<file path="src/rtl/flag_branch_pkg.sv">
// flag_branch_pkg: condition codes, flag bit indices, FSM states and condition evaluation
// shared by the flag/branch unit.
package flag_branch_pkg;
   localparam logic [2:0] COND_AL = 3'b000;
   localparam logic [2:0] COND_EQ = 3'b001;
   localparam logic [2:0] COND_NE = 3'b010;
   localparam logic [2:0] COND_LT = 3'b011;
   localparam logic [2:0] COND_GE = 3'b100;
   localparam logic [2:0] COND_CS = 3'b101;
   localparam logic [2:0] COND_CC = 3'b110;
   localparam logic [2:0] COND_NV = 3'b111;

   localparam int FLAG_N = 3;
   localparam int FLAG_Z = 2;
   localparam int FLAG_C = 1;
   localparam int FLAG_V = 0;

   typedef enum logic {
      ST_IDLE  = 1'b0,
      ST_FLUSH = 1'b1
   } state_t;

   function automatic logic cond_met(input logic [2:0] cond, input logic [3:0] f);
      logic r;
      case (cond)
         COND_AL: r = 1'b1;
         COND_EQ: r = f[FLAG_Z];
         COND_NE: r = !f[FLAG_Z];
         COND_LT: r = f[FLAG_N] ^ f[FLAG_V];
         COND_GE: r = !(f[FLAG_N] ^ f[FLAG_V]);
         COND_CS: r = f[FLAG_C];
         COND_CC: r = !f[FLAG_C];
         default: r = 1'b0;
      endcase
      return r;
   endfunction
endpackage

</file>
<file path="src/rtl/flag_branch_unit_if.sv">
// flag_branch_unit_if: ALU flag inputs, branch request and branch/flush outputs.
interface flag_branch_unit_if;
   logic [31:0] alu_result;
   logic        alu_carry;
   logic        alu_ovf;
   logic        flag_we;
   logic        br_valid;
   logic        br_ready;
   logic [2:0]  br_cond;
   logic [31:0] br_target;
   logic        br_taken;
   logic [31:0] br_pc;
   logic        flush;
   logic [3:0]  flags;
   logic [15:0] taken_cnt;

   modport master (
      output alu_result, alu_carry, alu_ovf, flag_we, br_valid, br_cond, br_target,
      input  br_ready, br_taken, br_pc, flush, flags, taken_cnt
   );

   modport slave (
      input  alu_result, alu_carry, alu_ovf, flag_we, br_valid, br_cond, br_target,
      output br_ready, br_taken, br_pc, flush, flags, taken_cnt
   );
endinterface

</file>
<file path="src/rtl/zero_detect32.sv">
// zero_detect32: 32-bit zero detect as a pairwise OR reduction tree and one final inversion.
module zero_detect32 (
   input  logic [31:0] i_data,
   output logic        o_zero
);
   logic [15:0] w_l1;
   logic [7:0]  w_l2;
   logic [3:0]  w_l3;
   logic [1:0]  w_l4;
   logic        w_any;

   assign w_l1   = i_data[31:16] | i_data[15:0];
   assign w_l2   = w_l1[15:8] | w_l1[7:0];
   assign w_l3   = w_l2[7:4] | w_l2[3:0];
   assign w_l4   = w_l3[3:2] | w_l3[1:0];
   assign w_any  = w_l4[1] | w_l4[0];
   assign o_zero = ~w_any;
endmodule

</file>
<file path="src/rtl/flag_branch_unit.sv">
// flag_branch_unit: NZCV flag register, conditional branch resolve with one-cycle flush FSM.
// Define FLAG_BYPASS_EN to evaluate conditions on flags being written in the same cycle.
module flag_branch_unit
   import flag_branch_pkg::*;
(
   input  logic               clk,
   input  logic               rst_n,
   flag_branch_unit_if.slave  bus
);
   state_t      r_state, w_next;
   logic [3:0]  r_flags, w_new_flags, w_eval_flags;
   logic        w_zero, w_hit, r_taken;
   logic [31:0] r_pc;
   logic [15:0] r_cnt;

   zero_detect32 u_zero (
      .i_data (bus.alu_result),
      .o_zero (w_zero)
   );

   assign w_new_flags = {bus.alu_result[31], w_zero, bus.alu_carry, bus.alu_ovf};

`ifdef FLAG_BYPASS_EN
   assign w_eval_flags = bus.flag_we ? w_new_flags : r_flags;
`else
   assign w_eval_flags = r_flags;
`endif

   // Requests arriving during FLUSH are dropped, not queued
   assign w_hit = bus.br_valid && (r_state == ST_IDLE) && cond_met(bus.br_cond, w_eval_flags);

   always_comb begin
      w_next       = ST_IDLE;
      bus.br_ready = 1'b0;
      bus.flush    = 1'b0;
      if (r_state == ST_IDLE) begin
         bus.br_ready = 1'b1;
         w_next       = w_hit ? ST_FLUSH : ST_IDLE;
      end else begin
         bus.flush = 1'b1;
      end
   end

   always_ff @(posedge clk or negedge rst_n) begin
      if (!rst_n) begin
         r_state <= ST_IDLE;
         r_flags <= 4'b0000;
         r_taken <= 1'b0;
         r_pc    <= 32'h0;
         r_cnt   <= 16'h0;
      end else begin
         r_state <= w_next;
         r_flags <= bus.flag_we ? w_new_flags : r_flags;
         r_taken <= w_hit;
         r_pc    <= w_hit ? bus.br_target : r_pc;
         r_cnt   <= r_cnt + {15'b0, w_hit && (r_cnt != 16'hFFFF)};
      end
   end

   assign bus.flags     = r_flags;
   assign bus.br_taken  = r_taken;
   assign bus.br_pc     = r_pc;
   assign bus.taken_cnt = r_cnt;
endmodule

</file>
<file path="src/flat_wrapper.sv">
// flat-port wrapper written by rule: the top's interface ports become plain ports
module flag_branch_unit_flat import flag_branch_pkg::*;
  (clk, rst_n, bus_alu_result, bus_alu_carry, bus_alu_ovf, bus_flag_we, bus_br_valid, bus_br_cond, bus_br_target, bus_br_ready, bus_br_taken, bus_br_pc, bus_flush, bus_flags, bus_taken_cnt);
  flag_branch_unit_if bus_i ();
  input  logic clk;
  input  logic rst_n;
  input wire logic [$bits(bus_i.alu_result)-1:0] bus_alu_result;
  input wire logic [$bits(bus_i.alu_carry)-1:0] bus_alu_carry;
  input wire logic [$bits(bus_i.alu_ovf)-1:0] bus_alu_ovf;
  input wire logic [$bits(bus_i.flag_we)-1:0] bus_flag_we;
  input wire logic [$bits(bus_i.br_valid)-1:0] bus_br_valid;
  input wire logic [$bits(bus_i.br_cond)-1:0] bus_br_cond;
  input wire logic [$bits(bus_i.br_target)-1:0] bus_br_target;
  output wire logic [$bits(bus_i.br_ready)-1:0] bus_br_ready;
  output wire logic [$bits(bus_i.br_taken)-1:0] bus_br_taken;
  output wire logic [$bits(bus_i.br_pc)-1:0] bus_br_pc;
  output wire logic [$bits(bus_i.flush)-1:0] bus_flush;
  output wire logic [$bits(bus_i.flags)-1:0] bus_flags;
  output wire logic [$bits(bus_i.taken_cnt)-1:0] bus_taken_cnt;
  assign bus_i.alu_result = bus_alu_result;
  assign bus_i.alu_carry = bus_alu_carry;
  assign bus_i.alu_ovf = bus_alu_ovf;
  assign bus_i.flag_we = bus_flag_we;
  assign bus_i.br_valid = bus_br_valid;
  assign bus_i.br_cond = bus_br_cond;
  assign bus_i.br_target = bus_br_target;
  assign bus_br_ready = bus_i.br_ready;
  assign bus_br_taken = bus_i.br_taken;
  assign bus_br_pc = bus_i.br_pc;
  assign bus_flush = bus_i.flush;
  assign bus_flags = bus_i.flags;
  assign bus_taken_cnt = bus_i.taken_cnt;
  flag_branch_unit u_core (.clk(clk), .rst_n(rst_n), .bus(bus_i));
endmodule
</file>
<file path="config.mk">
export PLATFORM = sky130hd
export DESIGN_NAME = flag_branch_unit_flat
export DESIGN_NICKNAME = d
export VERILOG_FILES = /design/src/rtl/flag_branch_pkg.sv /design/src/rtl/flag_branch_unit_if.sv /design/src/rtl/zero_detect32.sv /design/src/rtl/flag_branch_unit.sv /design/src/flat_wrapper.sv
export SDC_FILE = /design/constraint.sdc
export NUM_CORES = 1
export LEC_CHECK = 0
export ABC_AREA = 0
export CAP_MARGIN = 20
export CORE_AREA = 5 5 69 71
export DETAILED_ROUTE_END_ITERATION = 8
export DIE_AREA = 0 0 74 76
export DONT_BUFFER_PORTS = 1
export PLACE_DENSITY = 0.74
export SLEW_MARGIN = 15
export SYNTH_ARGS = -nofsm -noshare
export SYNTH_HDL_FRONTEND = slang
export SYNTH_SLANG_ARGS = --single-unit
</file>
<file path="constraint.sdc">
create_clock -name clk -period 4.7 [get_ports clk]
set_input_delay 0.94 -clock clk [delete_from_list [all_inputs] [get_ports clk]]
set_output_delay 0.94 -clock clk [all_outputs]
set_load 0.1 [all_outputs]
</file>
# Yosys cells after proc, flatten, opt, wreduce, memory -nomap -nowiden
# Index checks and enable logic that the tools add are counted.
# word_totals
reg_bits,54
out_inout_bits,55
# op_classes
mux,5
n_eq_ne,7
n_bitwise,8
addsub,1
reduce_logical,7
# ops
op,count
16-bit by 1-bit adder with 16-bit output,1
"16-bit inequality test, second input constant",1
16-bit OR,1
"3-bit equality test, second input constant",3
8-bit OR,1
1-bit one-hot mux with 7 select lines,1
"3-bit by 2-bit equality test with 1-bit output, second input constant",2
1-bit 2-to-1 mux,4
4-bit OR,1
"3-bit by 1-bit equality test with 1-bit output, second input constant",1
1-bit logical AND,3
1-bit logical NOT,3
3-bit logical NOT,1
1-bit inverter,2
2-bit OR,1
1-bit OR,1
1-bit XOR,1

# Longest topological paths before layout
# depth
word_depth,6
ltp_mapped,10
ltp_nobuf,9

# By module
# From an unflattened synthesis, not the netlist that was laid out.
# unflattened
hier_cells,158
hier_area_um2,2366.0
# modules_own_cells
module,instances,seq_area_each_um2,cells_each,area_per_inst_um2
flag_branch_unit,1,1351.3,147,2293.4
zero_detect32,1,0.0,11,72.6

# Least setup slack after synthesis
# Ideal clock, no wire load.
# synth_timing
path_type,register to register
from,reg u_core.r_state
to,"reg u_core.r_cnt[15], in the netlist u_core.bus.taken_cnt[15]"
stages_incl_launch_ff,10
setup_slack_ps,1370
synth_period_minus_slack_ps,3330
n_path_buf,2
t_arrival_ps,3171
setup_time_ps,158
cell_sequence,dfrtp_1 inv_1 o2111ai_4 buf_6 a31oi_1 ha_1 and4_1 clkbuf_1 nand4_1 xnor2_1
# synth_via
elab_chain_len,5
# synth_rtl
item,line,rtl
start: declaration,flag_branch_unit.sv:10,"state_t r_state, w_next;"
start signal: assignment,flag_branch_unit.sv:52,r_state <= w_next;
1-bit inverter,flag_branch_unit.sv:30,"assign w_hit = bus.br_valid && (r_state == ST_IDLE) && cond_met(bus.br_cond, w_eval_flags);"
1-bit logical AND (2 in series),flag_branch_unit.sv:30,
1-bit logical AND,flag_branch_unit.sv:56,"r_cnt <= r_cnt + {15'b0, w_hit && (r_cnt != 16'hFFFF)};"
16-bit by 1-bit adder with 16-bit output,flag_branch_unit.sv:56,
end signal: assignment,flag_branch_unit.sv:56,
end: declaration,flag_branch_unit.sv:14,logic [15:0] r_cnt;
# Every way passes these cells.
# A chain may end at the register's enable or synchronous reset.

# Worst setup path after layout
# layout_timing
from,"reg u_core.r_flags[1], in the netlist u_core.bus.flags[1]"
to,"reg u_core.r_cnt[15], in the netlist u_core.bus.taken_cnt[15]"
# layout_via
elab_chain_len,5
# layout_rtl
item,line,rtl
start: declaration,flag_branch_unit.sv:11,"logic [3:0] r_flags, w_new_flags, w_eval_flags;"
start signal: assignment,flag_branch_unit.sv:53,r_flags <= bus.flag_we ? w_new_flags : r_flags;
1-bit logical NOT,flag_branch_pkg.sv:32,COND_CC: r = !f[FLAG_C];
1-bit one-hot mux with 7 select lines (*),flag_branch_pkg.sv:25,case (cond)
1-bit logical AND (*),flag_branch_unit.sv:30,
1-bit logical AND (*),flag_branch_unit.sv:56,
16-bit by 1-bit adder with 16-bit output (*),flag_branch_unit.sv:56,
# Mark *: on every way between the ends. The rest lies on a longest branch, timed or not.

==> metrics.md <==
| Metric | Value |
|---|---|
| Outcome | `finished clean` |
| Detailed-route wire length | `4.990 mm` |
| Hold violation total from the final report | `0` |
| Wire length of the first global-routing pass | `7.583 mm` |
| Cells after synthesis | `160` |
| Weighted congestion reported at the end of routability-driven placement | `0.7782` |
| Number of buffers inserted to repair setup after CTS | `0` |
| Largest voltage drop on the vdd net | `0.5517 mV` |
| Count of nets left with antenna violations after detail routing | `0` |
| Proportion of power drawn by the clock network | `0.133` |
| HP Class | `in2async` |
| Highest clock rate | `342.5 MHz` |
| Final min period | `2.920 ns` |
| Worst setup SP type | `flop` |
| Post-CTS sizing | `0` |
| Number of nets in the synthesized netlist | `236` |
| Post-DR vias/cell | `6.028` |
| Fraction of the core area covered by cells at the end of the flow | `0.6007` |
| Share of the clock period used by the worst path | `0.6212` |
| R2r setup slk | `1.78 ns` |
| Largest net degree at the start of global routing | `55` |
| PwrDens | `750.9 nW/um^2` |
| Leakage dissipation | `0.001183 uW` |
| Routed length per placed instance | `22.89 um` |
| Crit-path cells | `mux2i_1 -> o311a_4 -> o2111ai_4 -> a31oi_1 -> ha_1 -> and4_1 -> nand4_1 -> xnor2_1` |
| Clk_skew | `0.007835 ns` |
| Flip-flop and latch count after synthesis | `54` |
| Sequential cell fraction of total power | `0.762` |
| Total Routing Usage GR | `0.1746` |
| Max-slew headroom | `0.3017` |
| Net total in the final layout | `241` |
| Hold buffer count at cts | `0` |
| Cells on worst reg2reg path | `8` |
| Setup TNS | `0 ns` |
| Number of buffer and inverter stages on the critical path | `0` |
| Number of max-slew violations in the final report | `0` |
| Final global-route overflow total | `0` |
| Number of clock sinks | `54` |
| Worst Hold Slack | `0.3191 ns` |
| N_diodes | `0` |
| Number of warning messages in the yosys log | `0` |
| Area delta synth->final | `5.752%` |
| Cell area after synthesis | `2371 um^2` |
| Number of antenna violations at the first check in global routing | `0` |
| Area of the core region | `4174 um^2` |
| Clock root buffer master | `clkbuf_8` |
| Post-synth cell types | `27` |
| Post-layout total power | `1883 uW` |
| Fraction of layout instances using a drive strength above 1 | `0.2952` |
| Reported max-cap violation count | `0` |
| Clock Latency Late Sink | `0.30 ns` |
| Clock buffer depth | `2` |
| Critical Path RT | `4.85 ns` |
| Switching Fraction | `0.5820` |
| Capture instance of the worst register-to-register path | `u_core.bus.taken_cnt[15]$_DFF_PN0_` |
| Slowest stage cell, crit path | `dfrtp_1` |
| Half-perimeter wire length after detailed placement | `3.881 mm` |
| Worst-path maximum fanout | `5` |
| H-tree levels | `2` |
| # IOs | `128` |
| CTS tree | `yes` |
| Number of CTS-inserted buffers | `5` |
| Avg Inst Size Synth | `14.82 um^2` |
| Net switching power of the design | `1096 uW` |
| Max incr delay on CP | `0.97 ns` |
| DRC viols | `0` |
| Worst setup margin | `1.780 ns` |
| Share of total power in combinational logic | `0.104` |
| Clock-pin transition on the worst setup and hold timing paths | `0.10 ns` |
| Tightest Pin Transition | `1.047 ns` |
| Starting utilization of the core area | `0.5680` |
| Vias after detailed routing | `1314` |
| Dpl ws | `1.775 ns` |
| Internal power | `787.0 uW` |
| Die Outline Area | `5624 um^2` |
| Setup repair after global routing missed its margin | `false` |
| FP Rows | `24` |
| Initial DRC Count | `57` |
| Chip height | `76 um` |
| Seq/Total Area, Yosys | `0.5699` |
| Endpoint kind of the worst setup timing path | `flop` |
| Signal arrival time at the worst endpoint | `3.07 ns` |
| Vias in the first global route | `1448` |
| Worst reg2reg startpoint | `u_core.bus.flags[1]$_DFFE_PN0P_` |
| Port Buf Inserts | `0` |
| Final setup fails | `0` |
| Worst setup path category | `reg2reg` |
| First-pass detailed-route iteration total | `4` |
| CP delay by family, top | `flip-flops` |
| Die W | `74 um` |
-- worst register-to-register path, cell delays in order (launching register included) --
cell and delay, ns:
dfrtp_1 0.97, mux2i_1 0.32, o311a_4 0.24, o2111ai_4 0.14
a31oi_1 0.19, ha_1 0.27, and4_1 0.32, nand4_1 0.14
xnor2_1 0.19
-- cell usage after synthesis (all sizes together) --
| library cell | count | area [um^2] |
|---|---|---|
| and2 | 2 | 12.51 |
| nor4b | 1 | 8.760 |
| nor2b | 1 | 6.260 |
| xnor2 | 10 | 87.58 |
| mux2i | 1 | 10.01 |
| dfrtp | 54 | 1351 |
| clkbuf | 2 | 7.510 |
| a31oi | 1 | 6.260 |
| o2111ai | 1 | 26.28 |
| buf | 3 | 33.78 |
| a221oi | 1 | 15.01 |
| mux2 | 35 | 495.5 |
| and4 | 1 | 8.760 |
| nand4 | 6 | 37.54 |
| or4 | 2 | 15.01 |
| nor4 | 5 | 31.28 |
| nand2 | 5 | 18.77 |
| xor2 | 5 | 43.79 |
| nor3 | 3 | 15.01 |
| ha | 3 | 37.54 |
| nand3 | 6 | 30.03 |
| and3 | 3 | 18.77 |
| inv | 4 | 15.01 |
| nor2 | 3 | 11.26 |
| o22ai | 1 | 6.260 |
| o311a | 1 | 21.27 |
-- per-stage QoR --
| stage | std cells | area [um^2] |
|---|---|---|
| after floorplan | 160 | 2371 |
| after global placement | 210 | 2417 |
| after detailed placement | 210 | 2417 |
| after CTS | 218 | 2507 |
| after global routing | 218 | 2507 |
| final | 218 | 2507 |
-- logic make-up after synthesis --
group | count (synthesis) | share of synthesized area
flip-flops | 54 | 0.5699
AND/OR/NAND/NOR | 38 | 0.09024
adder cells (fa/ha/maj) | 3 | 0.01583
AO/OA/AOI/OAI | 5 | 0.03167
XOR/XNOR | 15 | 0.05541
buffers and inverters | 9 | 0.02375
multiplexers | 36 | 0.2132
-- flip-flops by register name, summed over array words and instances, names as in the netlist --
name                  flops
u_core.bus.taken_cnt     16
u_core.bus.br_pc         32
u_core.bus.br_taken       1
u_core.r_state            1
u_core.bus.flags          4
-- worst max-delay path by stage --
stage                                          startpoint                                  to  slack, ns  cells past startpoint
after detailed placement  u_core.bus.flags[1]$_DFFE_PN0P_  u_core.bus.taken_cnt[15]$_DFF_PN0_       1.77                      8
after global placement    u_core.bus.flags[0]$_DFFE_PN0P_  u_core.bus.taken_cnt[12]$_DFF_PN0_       1.88                      9
after global routing      u_core.bus.flags[1]$_DFFE_PN0P_  u_core.bus.taken_cnt[12]$_DFF_PN0_       1.62                      9
after CTS                 u_core.bus.flags[1]$_DFFE_PN0P_  u_core.bus.taken_cnt[15]$_DFF_PN0_       1.78                      8
after floorplan                  u_core.r_state$_DFF_PN0_  u_core.bus.taken_cnt[15]$_DFF_PN0_       1.37                      9
final                     u_core.bus.flags[1]$_DFFE_PN0P_  u_core.bus.taken_cnt[15]$_DFF_PN0_       1.78                      8
-- metal layers --
metal,part of all wire,GRT usage,up-vias
met2,0.50,0.2784,69
met5,0,0,-
li1,-,-,578
met3,0.13,0.08179,4
met4,0.0080,0.05616,0
met1,0.35,0.2059,663
-- layout make-up --
cell class	count	area, um^2
Clock buffer	5	68.82
Clock inverter	3	21.27
Fill cell	326	1667
Inverter	4	15.01
Multi-Input combinational cell	97	963.4
Sequential cell	54	1351
Tap cell	52	65.06
Timing Repair Buffer	3	22.52
-- power groups by stage --
stage	Clock, uW	Sequential [uW]	Combinational, uW
final	250	1440	197
after global routing	277	1450	213
after CTS	261	1440	200
after detailed placement	0	1450	197
after global placement	0	1440	189
after floorplan	0	1410	180
-- cell usage in the layout (no fill, tap or decap), types with 3 or more instances in the layout --
| cell | instances |
|---|---|
| dfrtp_1 | 54 |
| mux2_4 | 27 |
| xnor2_1 | 10 |
| mux2_2 | 8 |
| nand4_1 | 6 |
| nand3_1 | 6 |
| nand2_1 | 5 |
| xor2_1 | 5 |
| nor4_1 | 5 |
| clkbuf_8 | 5 |
| inv_1 | 4 |
| and3_1 | 3 |
| nor2_1 | 3 |
| nor3_1 | 3 |
| ha_1 | 3 |
| buf_4 | 3 |
No activity file was read; power rests on OpenSTA's default activity.
